$ cat src/rtl/rv_addr_router.sv
// Data-bus address router: decodes LSU requests onto one of N downstream channels,
// tracks one outstanding transaction and returns a registered response or error.
//
// state | meaning
// ------+-------------------------------------------------------------
// IDLE  | no transaction in flight; decode and forward new requests
// WAIT  | mapped request accepted; waiting on the selected channel
// ERR   | unmapped request accepted; error response on the next edge
module rv_addr_router #(
    parameter int unsigned XLEN      = 32,
    parameter int unsigned MEM_LEN   = 20,
    parameter int unsigned N_REGIONS = 3,
    parameter logic [N_REGIONS*XLEN-1:0] REGION_BASE =
        {32'h7FF0_0000, 32'h8000_0000, 32'h0000_0000},
    parameter logic [N_REGIONS*XLEN-1:0] REGION_MASK =
        {32'hFFF0_0000, 32'hFFFF_FFF0, 32'hFFF0_0000},
    parameter logic [N_REGIONS*XLEN-1:0] REGION_DEC =
        {32'h7FEF_FDB0, 32'h8000_0000, 32'h0001_0094},
    parameter int unsigned TIMEOUT   = 255
) (
    input  logic                      clk_i,
    input  logic                      rst_i,
    input  logic                      req_i,
    input  logic                      we_i,
    input  logic [XLEN/8-1:0]         be_i,
    input  logic [XLEN-1:0]           addr_i,
    input  logic [XLEN-1:0]           wdata_i,
    output logic                      gnt_o,
    output logic                      rvalid_o,
    output logic [XLEN-1:0]           rdata_o,
    output logic                      err_o,
    output logic [XLEN-1:0]           err_addr_o,
    output logic [N_REGIONS-1:0]      s_req_o,
    output logic                      s_we_o,
    output logic [XLEN/8-1:0]         s_be_o,
    output logic [MEM_LEN-1:0]        s_addr_o,
    output logic [XLEN-1:0]           s_wdata_o,
    input  logic [N_REGIONS-1:0]      s_gnt_i,
    input  logic [N_REGIONS-1:0]      s_rvalid_i,
    input  logic [N_REGIONS*XLEN-1:0] s_rdata_i
);

    localparam int unsigned IDX_W = (N_REGIONS > 1) ? $clog2(N_REGIONS) : 1;
    localparam int unsigned CNT_W = (TIMEOUT > 0) ? $clog2(TIMEOUT + 1) : 1;

    typedef enum logic [1:0] {
        S_IDLE = 2'd0,
        S_WAIT = 2'd1,
        S_ERR  = 2'd2
    } state_t;

    state_t           state, state_nxt;
    logic [IDX_W-1:0] sel;
    logic [CNT_W-1:0] cnt, cnt_nxt;
    logic [XLEN-1:0]  req_addr;

    logic             hit;
    logic [IDX_W-1:0] hit_idx;
    logic [XLEN-1:0]  dec_sel;
    logic [XLEN-1:0]  trans;
    logic [XLEN-1:0]  rdata_sel;
    logic             timeout_hit;

    logic             accept;
    logic             resp_set;
    logic             resp_err;
    logic [XLEN-1:0]  resp_data;
    logic             timeout_fire;

    // Walk from the highest index down so the lowest matching region wins.
    always_comb begin
        hit     = 1'b0;
        hit_idx = '0;
        dec_sel = '0;
        for (int k = int'(N_REGIONS) - 1; k >= 0; k--) begin
            if ((addr_i & REGION_MASK[k*XLEN +: XLEN]) == REGION_BASE[k*XLEN +: XLEN]) begin
                hit     = 1'b1;
                hit_idx = IDX_W'(k);
                dec_sel = REGION_DEC[k*XLEN +: XLEN];
            end
        end
    end

    assign trans     = addr_i - dec_sel;
    assign s_addr_o  = hit ? trans[MEM_LEN-1:0] : '0;
    assign s_we_o    = we_i;
    assign s_be_o    = be_i;
    assign s_wdata_o = wdata_i;

    assign rdata_sel   = s_rdata_i[sel*XLEN +: XLEN];
    assign cnt_nxt     = cnt + 1'b1;
    assign timeout_hit = (TIMEOUT != 0) && (cnt_nxt == CNT_W'(TIMEOUT));

    always_comb begin
        state_nxt    = state;
        gnt_o        = 1'b0;
        s_req_o      = '0;
        accept       = 1'b0;
        resp_set     = 1'b0;
        resp_err     = 1'b0;
        resp_data    = '0;
        timeout_fire = 1'b0;
        case (state)
            S_IDLE: begin
                if (hit) begin
                    s_req_o[hit_idx] = req_i;
                    gnt_o            = s_gnt_i[hit_idx];
                end else begin
                    gnt_o = req_i;
                end
                accept = req_i && gnt_o;
                if (accept) begin
                    state_nxt = hit ? S_WAIT : S_ERR;
                end
            end
            S_WAIT: begin
                // A response arriving on the last allowed cycle beats the timeout.
                if (s_rvalid_i[sel]) begin
                    resp_set  = 1'b1;
                    resp_data = rdata_sel;
                    state_nxt = S_IDLE;
                end else if (timeout_hit) begin
                    resp_set     = 1'b1;
                    resp_err     = 1'b1;
                    timeout_fire = 1'b1;
                    state_nxt    = S_IDLE;
                end
            end
            S_ERR: begin
                resp_set  = 1'b1;
                resp_err  = 1'b1;
                state_nxt = S_IDLE;
            end
            default: state_nxt = S_IDLE;
        endcase
    end

    always_ff @(posedge clk_i) begin
        if (rst_i) begin
            state      <= S_IDLE;
            sel        <= '0;
            cnt        <= '0;
            req_addr   <= '0;
            rvalid_o   <= 1'b0;
            err_o      <= 1'b0;
            rdata_o    <= '0;
            err_addr_o <= '0;
        end else begin
            state    <= state_nxt;
            rvalid_o <= resp_set;
            if (resp_set) begin
                err_o   <= resp_err;
                rdata_o <= resp_data;
            end
            if (accept) begin
                sel      <= hit_idx;
                cnt      <= '0;
                req_addr <= addr_i;
                if (!hit) begin
                    err_addr_o <= addr_i;
                end
            end else if (state == S_WAIT) begin
                cnt <= cnt_nxt;
            end
            if (timeout_fire) begin
                err_addr_o <= req_addr;
            end
        end
    end

endmodule
$ cat config.mk
export PLATFORM = sky130hd
export DESIGN_NAME = rv_addr_router
export DESIGN_NICKNAME = d
export VERILOG_FILES = /design/src/rtl/rv_addr_router.sv
export SDC_FILE = /design/constraint.sdc
export NUM_CORES = 1
export LEC_CHECK = 0
export CAP_MARGIN = 20
export CELL_PAD_IN_SITES_DETAIL_PLACEMENT = 1
export CELL_PAD_IN_SITES_GLOBAL_PLACEMENT = 2
export CORE_UTILIZATION = 35
export DETAILED_ROUTE_END_ITERATION = 8
export DONT_BUFFER_PORTS = 1
export GPL_ROUTABILITY_DRIVEN = 0
export PLACE_DENSITY = 0.88
export RECOVER_POWER = 25
export SYNTH_ARGS = -nofsm -noshare
export SYNTH_HDL_FRONTEND = slang
export SYNTH_SLANG_ARGS = --single-unit
$ cat constraint.sdc
create_clock -name clk_i -period 6.35 [get_ports clk_i]
set_clock_uncertainty 0.15 [all_clocks]
set_input_delay 1.27 -clock clk_i [delete_from_list [all_inputs] [get_ports clk_i]]
set_output_delay 1.27 -clock clk_i [all_outputs]
set_load 0.01 [all_outputs]
## After elaboration in Yosys (flattened, before gate mapping)

Cells that the tools add are included.
W data, S select, Z words.

- Eq/ne operators: 8
- Bitwise logic cells: 1
- Mux-type cells: 38
- Magnitude comparators: 3
- Add/sub/neg operators: 2
- Shift operators: 1
- Reduce and logical (&&, ||, !) cells: 8

Operators by type and width:

| operator | number |
|---|---|
| $mux W32 | 5 |
| $shiftx A96 B8 Y32 | 1 |
| $mux W20 | 4 |
| $logic_not A32 Y1 | 1 |
| $eq A28 B28 Y1 const B | 1 |
| $sub A20 B20 Y20 | 1 |
| $mux W1 | 14 |
| $mux W2 | 7 |
| $eq A12 B11 Y1 const B | 1 |
| $add A8 B1 Y8 const B | 1 |
| $eq A8 B8 Y1 const B | 1 |
| $lt A2 B3 Y1 const B | 2 |
| $mux W3 | 2 |
| $bmux W1 S2 | 2 |
| $pmux W1 S2 | 2 |
| $pmux W2 S2 | 1 |
| $reduce_and A2 Y1 | 2 |
| $and A3 B3 Y3 | 1 |
| $ne A3 B3 Y1 const B | 1 |
| $demux W1 S2 | 1 |
| $eq A2 B1 Y1 const B | 1 |
| $eq A2 B2 Y1 const B | 1 |
| $ge A2 B1 Y1 const B | 1 |
| $logic_and A1 B1 Y1 | 2 |
| other kinds (5) | 5 |

- Flip-flop bits (word level): 110
- Output and inout port bits: 127

## Depth between registers and ports, before layout

Gate-level depths: netlist of the first run.

- Depth in word-level cells: 12
- Mapped depth: 12
- Mapped depth without buffers: 12

## Least setup slack after synthesis of the first run

No wires, ideal clock.

- Kind: input to output
- Start: in addr_i[31]
- End: out s_addr_o[19]
- Path buffers: 1
- Stages on the path: 12
- Path slack: 0.920 ns
- Arrival: 4.010 ns
- Path through: clkbuf_2 -> nand4b_1 -> nor3_2 -> inv_1 -> ha_1 -> a211o_1 -> a21o_1 -> a31o_4 -> a221oi_4 -> a21oi_1 -> or3_1 -> a21oi_1

- Longest elaborated chain between the ends: 6
- Elaborated cells on any way between the ends: 11

RTL lines:

| what | line | source |
|---|---|---|
| start: declaration | 26 | `input logic [XLEN-1:0] addr_i,` |
| $eq A12 B11 Y1 | 76 | `if ((addr_i & REGION_MASK[k*XLEN +: XLEN]) == REGION_BASE[k*XLEN +: XLEN]) begin` |
| $mux W20 (3 in series) | 76 |  |
| $sub A20 B20 Y20 | 84 | `assign trans = addr_i - dec_sel;` |
| $mux W20 * | 85 | `assign s_addr_o = hit ? trans[MEM_LEN-1:0] : '0;` |
| end: declaration | 36 | `output logic [MEM_LEN-1:0] s_addr_o,` |

Mark *: on every way between the ends. The rest lies on a longest branch, timed or not.

## Worst setup path in the final report of the first run

- Start: in addr_i[20]
- End: out s_addr_o[19]

Same word-level chain as after synthesis.

==> summary.txt, run 1 <==
Setup path
  • Delay-heaviest family, CP: compound AO/OA/AOI/OAI gates
  • Critical Path Fanout Max: 6
  • Crit Path Category: in2out
  • Crit. End Element: primary output
  • Slowest-stage cell, CP: nor4_1
  • CP bufs+invs: 0
  • Crit-path cells: nor4_1 -> nand3_1 -> nor2_1 -> nor2_1 -> ha_1 -> a211o_1 -> a21o_1 -> a31o_4 -> a221oi_4 -> a21oi_1 -> or3_1 -> a21oi_1
  • Req. time, crit path: 4.93 ns
  • Biggest cell delay along the critical path: 0.41 ns
  • Nature of the critical path startpoint: primary input
  • Worst endpoint data arrival time: 4.34 ns

Routing
  • DRT antenna net count: 0
  • First DRT Iteration DRCs: 140
  • Vias/cell: 5.62
  • DR DRC count: 0
  • Post-Route WL: 17,300 microns
  • Via count: 4,880
  • Average wire per cell in the routed design: 19.9 microns
  • DR pass1 iterations: 5

STA
  • Fin. max-slew vios: 0
  • Final TNS setup: 0 ns
  • Min cycle time layout: 5.76 ns
  • Part of the cycle the worst path needs: 90.7%
  • Max Clk Rate: 0.174 GHz
  • RSZ-0062 raised after global routing: false
  • Final Setup Violations: 0
  • Worst setup margin: 0.593 ns
  • Fin. Hold Viols: 0
  • Slew @ Worst Pin: 0.934 ns
  • Slew HR: 37.7%

Yosys
  • Synthesis-stage register bit count: 110
  • Post-Synthesis Net Count: 897
  • Largest cells by area after synthesis: dfxtp_1, mux2i_1, nor2_1, o2bb2ai_1, buf_4
  • Syn Area/Cell: 8.74 sq um
  • Leading area contributor after synthesis: dfxtp_1
  • Post-synth ARST share: 0%
  • Yosys warnings: 0
  • Synth Instances: 703
  • Post-synth EDFFs: 0
  • Most used DFF post-synth: dfxtp_1
  • Cell variety after synth: 50
  • Synthesized cell area: 0.00615 sq mm
  • Register area share after synthesis: 35.8%
  • Top cell type's share of synthesized area: 35.8%

Layout
  • Area of the multi-input gates: 0.00341 sq mm
  • Utilization after layout: 36.5%
  • Design area: 0.00629 sq mm
  • Area growth, synth to finish: 2.38%
  • Filler Cells Inserted: 2,001
  • FF+latch area: 0.00220 sq mm
  • Nets: 831
  • Share of cells above drive strength 1: 5.61%

Global routing
  • Total grt overflow: 0
  • Number of global-route vias before repair: 5,048
  • Initial antenna violation count: 1
  • Global Route Usage Sum: 18.6%
  • First-pass GRT wire length: 26,100 microns
  • Pin count of the biggest net entering global routing: 83

Placed design
  • Port bufs: 0
  • Post-DP HPWL: 12,800 microns
  • Area after DPL: 0.00599 sq mm
  • Pre-CTS WS: 0.588 ns

Power
  • Combinational power share: 10.3%
  • Clock share of power: 39.4%
  • Net Sw Frac: 25.7%
  • Static Leak: 2.37 nW
  • Maximum VDD drop: 0.120 mV
  • Psw: 0.379 mW
  • Register share of total power: 50.3%
  • Pwr dens: 234 mW/mm^2
  • Internal: 1.10 mW

Flow run
  • Total of max-cap violations: 0

CTS
  • Cts bufs inserted: 9
  • Clock Root Buffer: clkbuf_16
  • CTS resizes: 0
  • Worst-path clk slew: 0.08 ns
  • Clk Latency, worst-skew pair: 0.35 ns
  • H-Tree Depth: 3
  • Setup bufs post-CTS: 0
  • Clock Sinks: 110
  • Hold_buf cts: 0
  • CTS tree: done
  • Clock tree buffer depth: 2

Die
  • Die W: 135 microns
  • Core ar.: 0.0172 sq mm
  • Standard-cell rows: 48
  • Initial Util: 35.7%
  • I/O pin total: 301
  • Die Area: 0.0181 sq mm
  • Chip Height: 135 microns

Worst hold path
  • Worst hold path type: reg2reg

Run status
  • Status: complete, no violations
[tightest hold or removal path, stage by stage, from the launching register on]
cell and delay (ns):
dfxtp_1 0.31, nor2_1 0.10, a211oi_1 0.05
[routing by layer]
metal	up-vias	wire length (microns)	GRT usage (%)
met2	213	8740	33.9
met4	0	350	6.62
li1	2311	-	-
met5	-	0	0
met3	22	1530	7.73
met1	2334	6650	18.9
[power by group through the flow]
| stage | logic (mW) | registers (mW) | clock network [mW] |
|---|---|---|---|
| finish | 0.152 | 0.742 | 0.580 |
| floorplan | 0.160 | 0.751 | 0 |
| CTS | 0.153 | 0.742 | 0.606 |
| global placement | 0.144 | 0.757 | 0 |
| detailed placement | 0.153 | 0.758 | 0 |
| global route | 0.170 | 0.745 | 0.632 |
[cell families after synthesis]
family	count (synthesis)	share of synthesized area, %
flops	110	35.8
fa+ha+maj	20	4.07
simple gates	209	15.0
mux	100	16.3
buf+inv	96	8.90
compound gates	147	16.9
xor+xnor	21	2.99
[worst paths after layout]
check,start,end,slack (ns),cells after the start
setup / recovery,addr_i[20],s_addr_o[19],0.59,12
hold / removal,req_addr[7],err_addr_o[7],0.35,2
hold reg to reg,req_addr[7],err_addr_o[7],0.35,2
setup reg to reg,state[1],req_addr[3],3.42,7
[metrics by stage]
stage	hold WS (ns)	total power, mW	instances
6_report	0.351	1.47	868
5_1_grt	0.373	1.55	868
4_1_cts	0.354	1.50	867
3_5_place_dp	0.336	0.910	851
3_3_place_gp	0.323	0.901	851
2_1_floorplan	0.311	0.911	703
[flip-flops by register name, summed over array words and instances, names as in the netlist]
signal      flops
sel             2
err_addr_o     32
req_addr       32
state           2
cnt             8
err_o           1
rdata_o        32
rvalid_o        1
[cell usage in the layout (no fill, tap or decap), types with 2 or more instances in the layout]
cell,instances
nand2b_1,2
nor2_1,132
ha_1,20
o21a_1,2
nor4_1,8
nor2b_1,7
a211oi_1,34
inv_6,2
clkinvlp_4,2
clkbuf_16,9
xor2_1,10
o21ai_0,12
a21o_1,5
nand4b_1,2
a211o_1,2
a21oi_1,47
dfxtp_1,109
buf_4,7
nor3_2,2
o211ai_1,2
mux2i_1,99
clkinv_2,2
nand2_1,16
o2bb2ai_1,32
and3_1,3
xnor2_1,11
nor3_1,18
inv_1,12
nand3_1,6
nand4_1,4
[Yosys cell counts, types with 2 or more instances]
cell,number
a211oi_1,34
o21a_1,2
buf_4,37
nor2b_1,8
nand4_1,4
nand2b_1,2
xor2_1,10
buf_2,13
buf_1,3
o2bb2ai_1,32
ha_1,20
nor3_1,19
a211o_1,2
o21ai_0,12
a21oi_1,47
and3_1,3
xnor2_1,11
buf_6,4
inv_1,12
o211ai_1,2
nand4b_1,2
nand3_1,7
nor2_1,132
mux2i_1,99
dfxtp_1,110
nor4_1,8
clkbuf_1,26
nand2_1,16
a21o_1,5
[layout make-up]
| cell class | count | area share (%) |
|---|---|---|
| Timing Repair Buffer | 7 | 0.835 |
| Multi-Input combinational cell | 497 | 54.2 |
| Sequential cell | 110 | 35.0 |
| Inverter | 12 | 0.716 |
| Tap cell | 225 | 4.47 |
| Clock buffer | 9 | 3.58 |
| Clock inverter | 7 | 1.15 |
| Antenna cell | 1 | 0.0398 |
Note: power is estimated with default switching activity, not from simulation.
==> inputs of run 2 (changes only) <==
--- a/config.mk
+++ b/config.mk
@@ -14,6 +14,7 @@
 export GPL_ROUTABILITY_DRIVEN = 0
 export PLACE_DENSITY = 0.88
 export RECOVER_POWER = 25
+export SLEW_MARGIN = 30
 export SYNTH_ARGS = -nofsm -noshare
 export SYNTH_HDL_FRONTEND = slang
 export SYNTH_SLANG_ARGS = --single-unit
==> run 2 against run 1 <==
Maximum frequency is 0.18% lower. First-iteration DRC count decreased by 3.6%. Worst hold slack about the same. Utilization hardly changed. Critical endpoint unchanged. Via count rose by 0.18%. Non-clock buffer count unchanged. Largest power group unchanged. Count of clock-buffer cells in the layout is the same. Sequential power is essentially flat. Largest cell class unchanged. Highest routed layer unchanged.
==> summary.txt, run 2 (same netlist as run 1, synthesis figures left out) <==
Run status
  • Status: complete, no violations

Power
  • Maximum VDD drop: 0.120 mV
  • Combinational power share: 10.3%
  • Pwr dens: 234 mW/mm^2
  • Psw: 0.377 mW
  • Clock share of power: 39.3%
  • Static Leak: 2.37 nW
  • Net Sw Frac: 25.6%
  • Internal: 1.10 mW
  • Register share of total power: 50.4%
  • Power, Total: 1.47 mW

Layout
  • Largest registers: err_addr_o: 32 flops, rdata_o: 32 flops, req_addr: 32 flops
  • Area growth, synth to finish: 2.40%
  • Most common cell after layout, fill and taps aside: nor2_1
  • Nets: 831
  • Most frequent cells in the layout: nor2_1, dfxtp_1, mux2i_1
  • Share of cells above drive strength 1: 5.76%
  • Utilization after layout: 36.5%

CTS
  • H-Tree Depth: 3
  • Clock Root Buffer: clkbuf_16
  • Cts bufs inserted: 9
  • Clock Sinks: 110
  • Clk Latency, worst-skew pair: 0.35 ns
  • Worst-path clk slew: 0.08 ns
  • Hold_buf cts: 0
  • CTS tree: done
  • CTS resizes: 0
  • Clock tree buffer depth: 2
  • Setup bufs post-CTS: 0

Setup path
  • Critical Path Fanout Max: 13
  • R2R cell count: 7
  • Req. time, crit path: 4.93 ns
  • Crit. End Element: primary output
  • Crit-path cells: nand4b_1 -> nor3_2 -> inv_1 -> ha_1 -> a211o_1 -> a21o_1 -> a31o_4 -> a221oi_4 -> a21oi_1 -> or3_1 -> a21oi_1
  • Biggest cell delay along the critical path: 0.42 ns
  • Nature of the critical path startpoint: primary input
  • Slowest-stage cell, CP: ha_1
  • Crit Path Category: in2out
  • Most frequent CP cell: a21oi_1
  • Worst endpoint data arrival time: 4.35 ns

STA
  • Slew @ Worst Pin: 0.919 ns
  • Final Setup Violations: 0
  • Worst setup margin: 0.582 ns
  • Slew HR: 38.4%
  • Max Clk Rate: 0.173 GHz
  • Min cycle time layout: 5.77 ns
  • Final TNS setup: 0 ns
  • Part of the cycle the worst path needs: 90.8%
  • Fin. Hold Viols: 0
  • Fin. max-slew vios: 0
  • RSZ-0062 raised after global routing: false
  • Final hold slack: 0.351 ns

Worst hold path
  • Hold path cells: 2
  • Worst hold path type: reg2reg

Routing
  • Vias/cell: 5.63
  • DR pass1 iterations: 5
  • DRT antenna net count: 0
  • First DRT Iteration DRCs: 135
  • Post-Route WL: 17,300 microns
  • DR DRC count: 0
  • Average wire per cell in the routed design: 19.9 microns
  • Via count: 4,889

Global routing
  • Pin count of the biggest net entering global routing: 83
  • Number of global-route vias before repair: 5,048
  • First-pass GRT wire length: 26,100 microns
  • Total grt overflow: 0
  • Global Route Usage Sum: 18.6%
  • Initial antenna violation count: 1

Placed design
  • Pre-CTS WS: 0.588 ns
  • Post-DP HPWL: 12,800 microns
  • Port bufs: 0

Flow run
  • Total of max-cap violations: 0

Die
  • Initial Util: 35.7%
  • Core ar.: 0.0172 sq mm
  • Die W: 135 microns
  • Standard-cell rows: 48
  • Die Area: 0.0181 sq mm
  • I/O pin total: 301
  • Chip Height: 135 microns
[run 2: metrics by stage]
step / cell area [sq um] / cells
floorplan: 6150 / 703
global placement: 5990 / 851
detailed placement: 5990 / 851
CTS: 6290 / 867
global route: 6290 / 868
finish: 6290 / 868
[run 2: area by class of cell]
class / count / area [sq um]
Sequential cell: 110 / 2200
Antenna cell: 1 / 2.50
Timing Repair Buffer: 7 / 52.6
Clock buffer: 9 / 225
Fill cell: 2002 / 10900
Inverter: 12 / 45.0
Multi-Input combinational cell: 497 / 3410
Tap cell: 225 / 282
Clock inverter: 7 / 72.6
[run 2: power groups by stage]
stage	sequential, mW	combinational, mW	clock, mW
detailed placement	0.758	0.153	0
floorplan	0.751	0.160	0
global placement	0.757	0.144	0
global route	0.745	0.170	0.632
finish	0.742	0.152	0.579
CTS	0.742	0.153	0.606
[run 2: path summary, 6_finish.rpt]
kind          startpoint            end  slack, ns
max reg2reg     state[1]    req_addr[3]       3.42
max           addr_i[31]   s_addr_o[19]       0.58
min          req_addr[7]  err_addr_o[7]       0.35
min reg2reg  req_addr[7]  err_addr_o[7]       0.35
[run 2: worst max-delay path, delay by kind of cell]
kind / cells / cell delay [ns]
buffers and inverters: 1 / 0.31
and+or+nand+nor: 3 / 0.88
AOI/OAI and AO/OA: 6 / 1.47
adders and majority gates: 1 / 0.42
[run 2: routing by layer]
| metal | wire length [microns] | share of wire [%] | vias up | track usage, % |
|---|---|---|---|---|
| li1 | - | - | 2312 | - |
| met1 | 6650 | 39 | 2345 | 18.9 |
| met2 | 8760 | 51 | 210 | 33.9 |
| met3 | 1520 | 8.8 | 22 | 7.73 |
| met4 | 344 | 2.0 | 0 | 6.62 |
| met5 | 0 | 0 | - | 0 |
==> inputs of run 3 (changes only) <==
==> constraint.sdc (replaced) <==
create_clock -name clk_i -period 6.2 [get_ports clk_i]
set_clock_uncertainty 0.15 [all_clocks]
set_input_delay 1.24 -clock clk_i [delete_from_list [all_inputs] [get_ports clk_i]]
set_output_delay 1.24 -clock clk_i [all_outputs]
set_load 0.01 [all_outputs]
==> run 3 against run 2 <==
Count of clock-buffer cells in the layout unchanged. Via count is 0.78% higher. Sequential share of layout area down 0.12 points. Sequential cell count stayed put. Final area grew 0.34%. Critical path type unchanged. Setup slack got worse by 0.22 ns. Utilization up 0.12 points. Largest power group unchanged.
==> summary.txt, run 3 (same netlist as run 1, synthesis figures left out) <==
STA
  • Min cycle time layout: 5.84 ns
  • Final TNS setup: 0 ns
  • Max Clk Rate: 0.171 GHz
  • Final hold slack: 0.348 ns
  • Slew HR: 39.9%
  • Part of the cycle the worst path needs: 94.2%
  • Slew @ Worst Pin: 0.902 ns
  • Fin. max-slew vios: 0
  • Final Setup Violations: 0
  • Fin. Hold Viols: 0
  • RSZ-0062 raised after global routing: false

Setup path
  • Req. time, crit path: 4.81 ns
  • RR Startpoint: sel[1]
  • Crit Path Category: in2out
  • Nature of the critical path startpoint: primary input
  • Critical Path Fanout Max: 6
  • Crit. End Element: primary output
  • Worst endpoint data arrival time: 4.45 ns
  • Crit path from: addr_i[20]

Global routing
  • Number of global-route vias before repair: 5,189
  • First-pass GRT wire length: 26,900 microns
  • Total grt overflow: 0
  • Pin count of the biggest net entering global routing: 83
  • Initial antenna violation count: 0
  • Global Route Usage Sum: 19.2%

Die
  • Standard-cell rows: 48
  • Chip Height: 135 microns
  • Die W: 135 microns
  • Initial Util: 35.7%
  • Die Area: 0.0181 sq mm
  • I/O pin total: 301
  • Core ar.: 0.0172 sq mm

Routing
  • DR pass1 iterations: 4
  • DRT antenna net count: 0
  • Average wire per cell in the routed design: 20.3 microns
  • DR top layer: met4
  • First DRT Iteration DRCs: 134
  • M1 wire length: 6990 microns
  • Post-Route WL: 17,700 microns
  • Met3 WL: 1410 microns
  • DR DRC count: 0
  • Vias/cell: 5.67
  • Via count: 4,927
  • WL met2: 8790 microns

CTS
  • CTS resizes: 0
  • Clock Sinks: 110
  • Clk Latency, worst-skew pair: 0.36 ns
  • Setup bufs post-CTS: 0
  • CTS tree: done
  • Worst-path clk slew: 0.08 ns
  • Clock tree buffer depth: 2
  • Clock Root Buffer: clkbuf_16
  • Hold_buf cts: 0
  • Cts bufs inserted: 9
  • H-Tree Depth: 3

Layout
  • Largest registers: err_addr_o: 32 flops, rdata_o: 32 flops, req_addr: 32 flops
  • Most frequent cells in the layout: nor2_1, dfxtp_1, mux2i_1
  • Share of cells above drive strength 1: 5.90%
  • Utilization after layout: 36.6%
  • Area growth, synth to finish: 2.75%
  • Nets: 833
  • Diode count: 0
  • Most common cell after layout, fill and taps aside: nor2_1

Run status
  • Status: complete, no violations

Power
  • Power, Total: 1.53 mW
  • Pwr dens: 242 mW/mm^2
  • Maximum VDD drop: 0.146 mV
  • Static Leak: 2.39 nW

Worst hold path
  • Hold Crit Start: req_addr[7]
  • Worst hold path type: reg2reg

Placed design
  • Port bufs: 0
  • Post-DP HPWL: 13,100 microns

Flow run
  • Total of max-cap violations: 0
run 3: cell count changes in the layout (fill, tap and decap cells not counted), moves of 2 or more:
cell      delta
inv_8        +2
clkinv_4     +2
buf_4        +2
inv_6        -2
run 3: final cells by class:
| cell class | count | area [sq um] |
|---|---|---|
| fillers | 2038 | 10900 |
| clock inverters | 7 | 82.6 |
| clock buffers | 9 | 225 |
| flip-flops and latches | 110 | 2200 |
| multi-input cells | 497 | 3410 |
| inverters | 12 | 45.0 |
| repair buffers | 9 | 67.6 |
| well taps | 225 | 282 |
run 3: worst max-delay path, cell delays in order:
cell and delay [ns]:
nor4_1 0.51, nand3_1 0.34, nor2_1 0.24, nor2_1 0.12, ha_1 0.25, a211o_1 0.32
a21o_1 0.21, a31o_4 0.24, a221oi_4 0.25, a21oi_1 0.12, or3_1 0.35, a21oi_1 0.26
run 3: report_power, final:
group / switching (mW) / total (mW) / internal, mW
Clock: 0.293 / 0.613 / 0.320
Combinational: 0.0845 / 0.157 / 0.0724
Sequential: 0.0256 / 0.760 / 0.734
run 3: routing by layer:
| metal | up-vias | GRT usage (%) |
|---|---|---|
| li1 | 2318 | - |
| met1 | 2370 | 19.8 |
| met2 | 213 | 34.4 |
| met3 | 26 | 6.57 |
| met4 | 0 | 9.99 |
| met5 | - | 0 |
run 3: worst paths after layout:
path	cells after the start	slack [ns]	to
setup / recovery	12	0.36	s_addr_o[19]
hold / removal	2	0.35	err_addr_o[7]
setup reg to reg	9	3.26	rdata_o[21]
hold reg to reg	2	0.35	err_addr_o[7]
run 3: per-stage QoR:
| step | setup slack [ns] | instances | area [sq um] |
|---|---|---|---|
| global placement | 0.601 | 853 | 6010 |
| CTS | 0.423 | 869 | 6310 |
| finish | 0.360 | 869 | 6310 |
| detailed placement | 0.442 | 853 | 6010 |
| global route | 0.169 | 869 | 6310 |
| floorplan | 0.830 | 703 | 6150 |
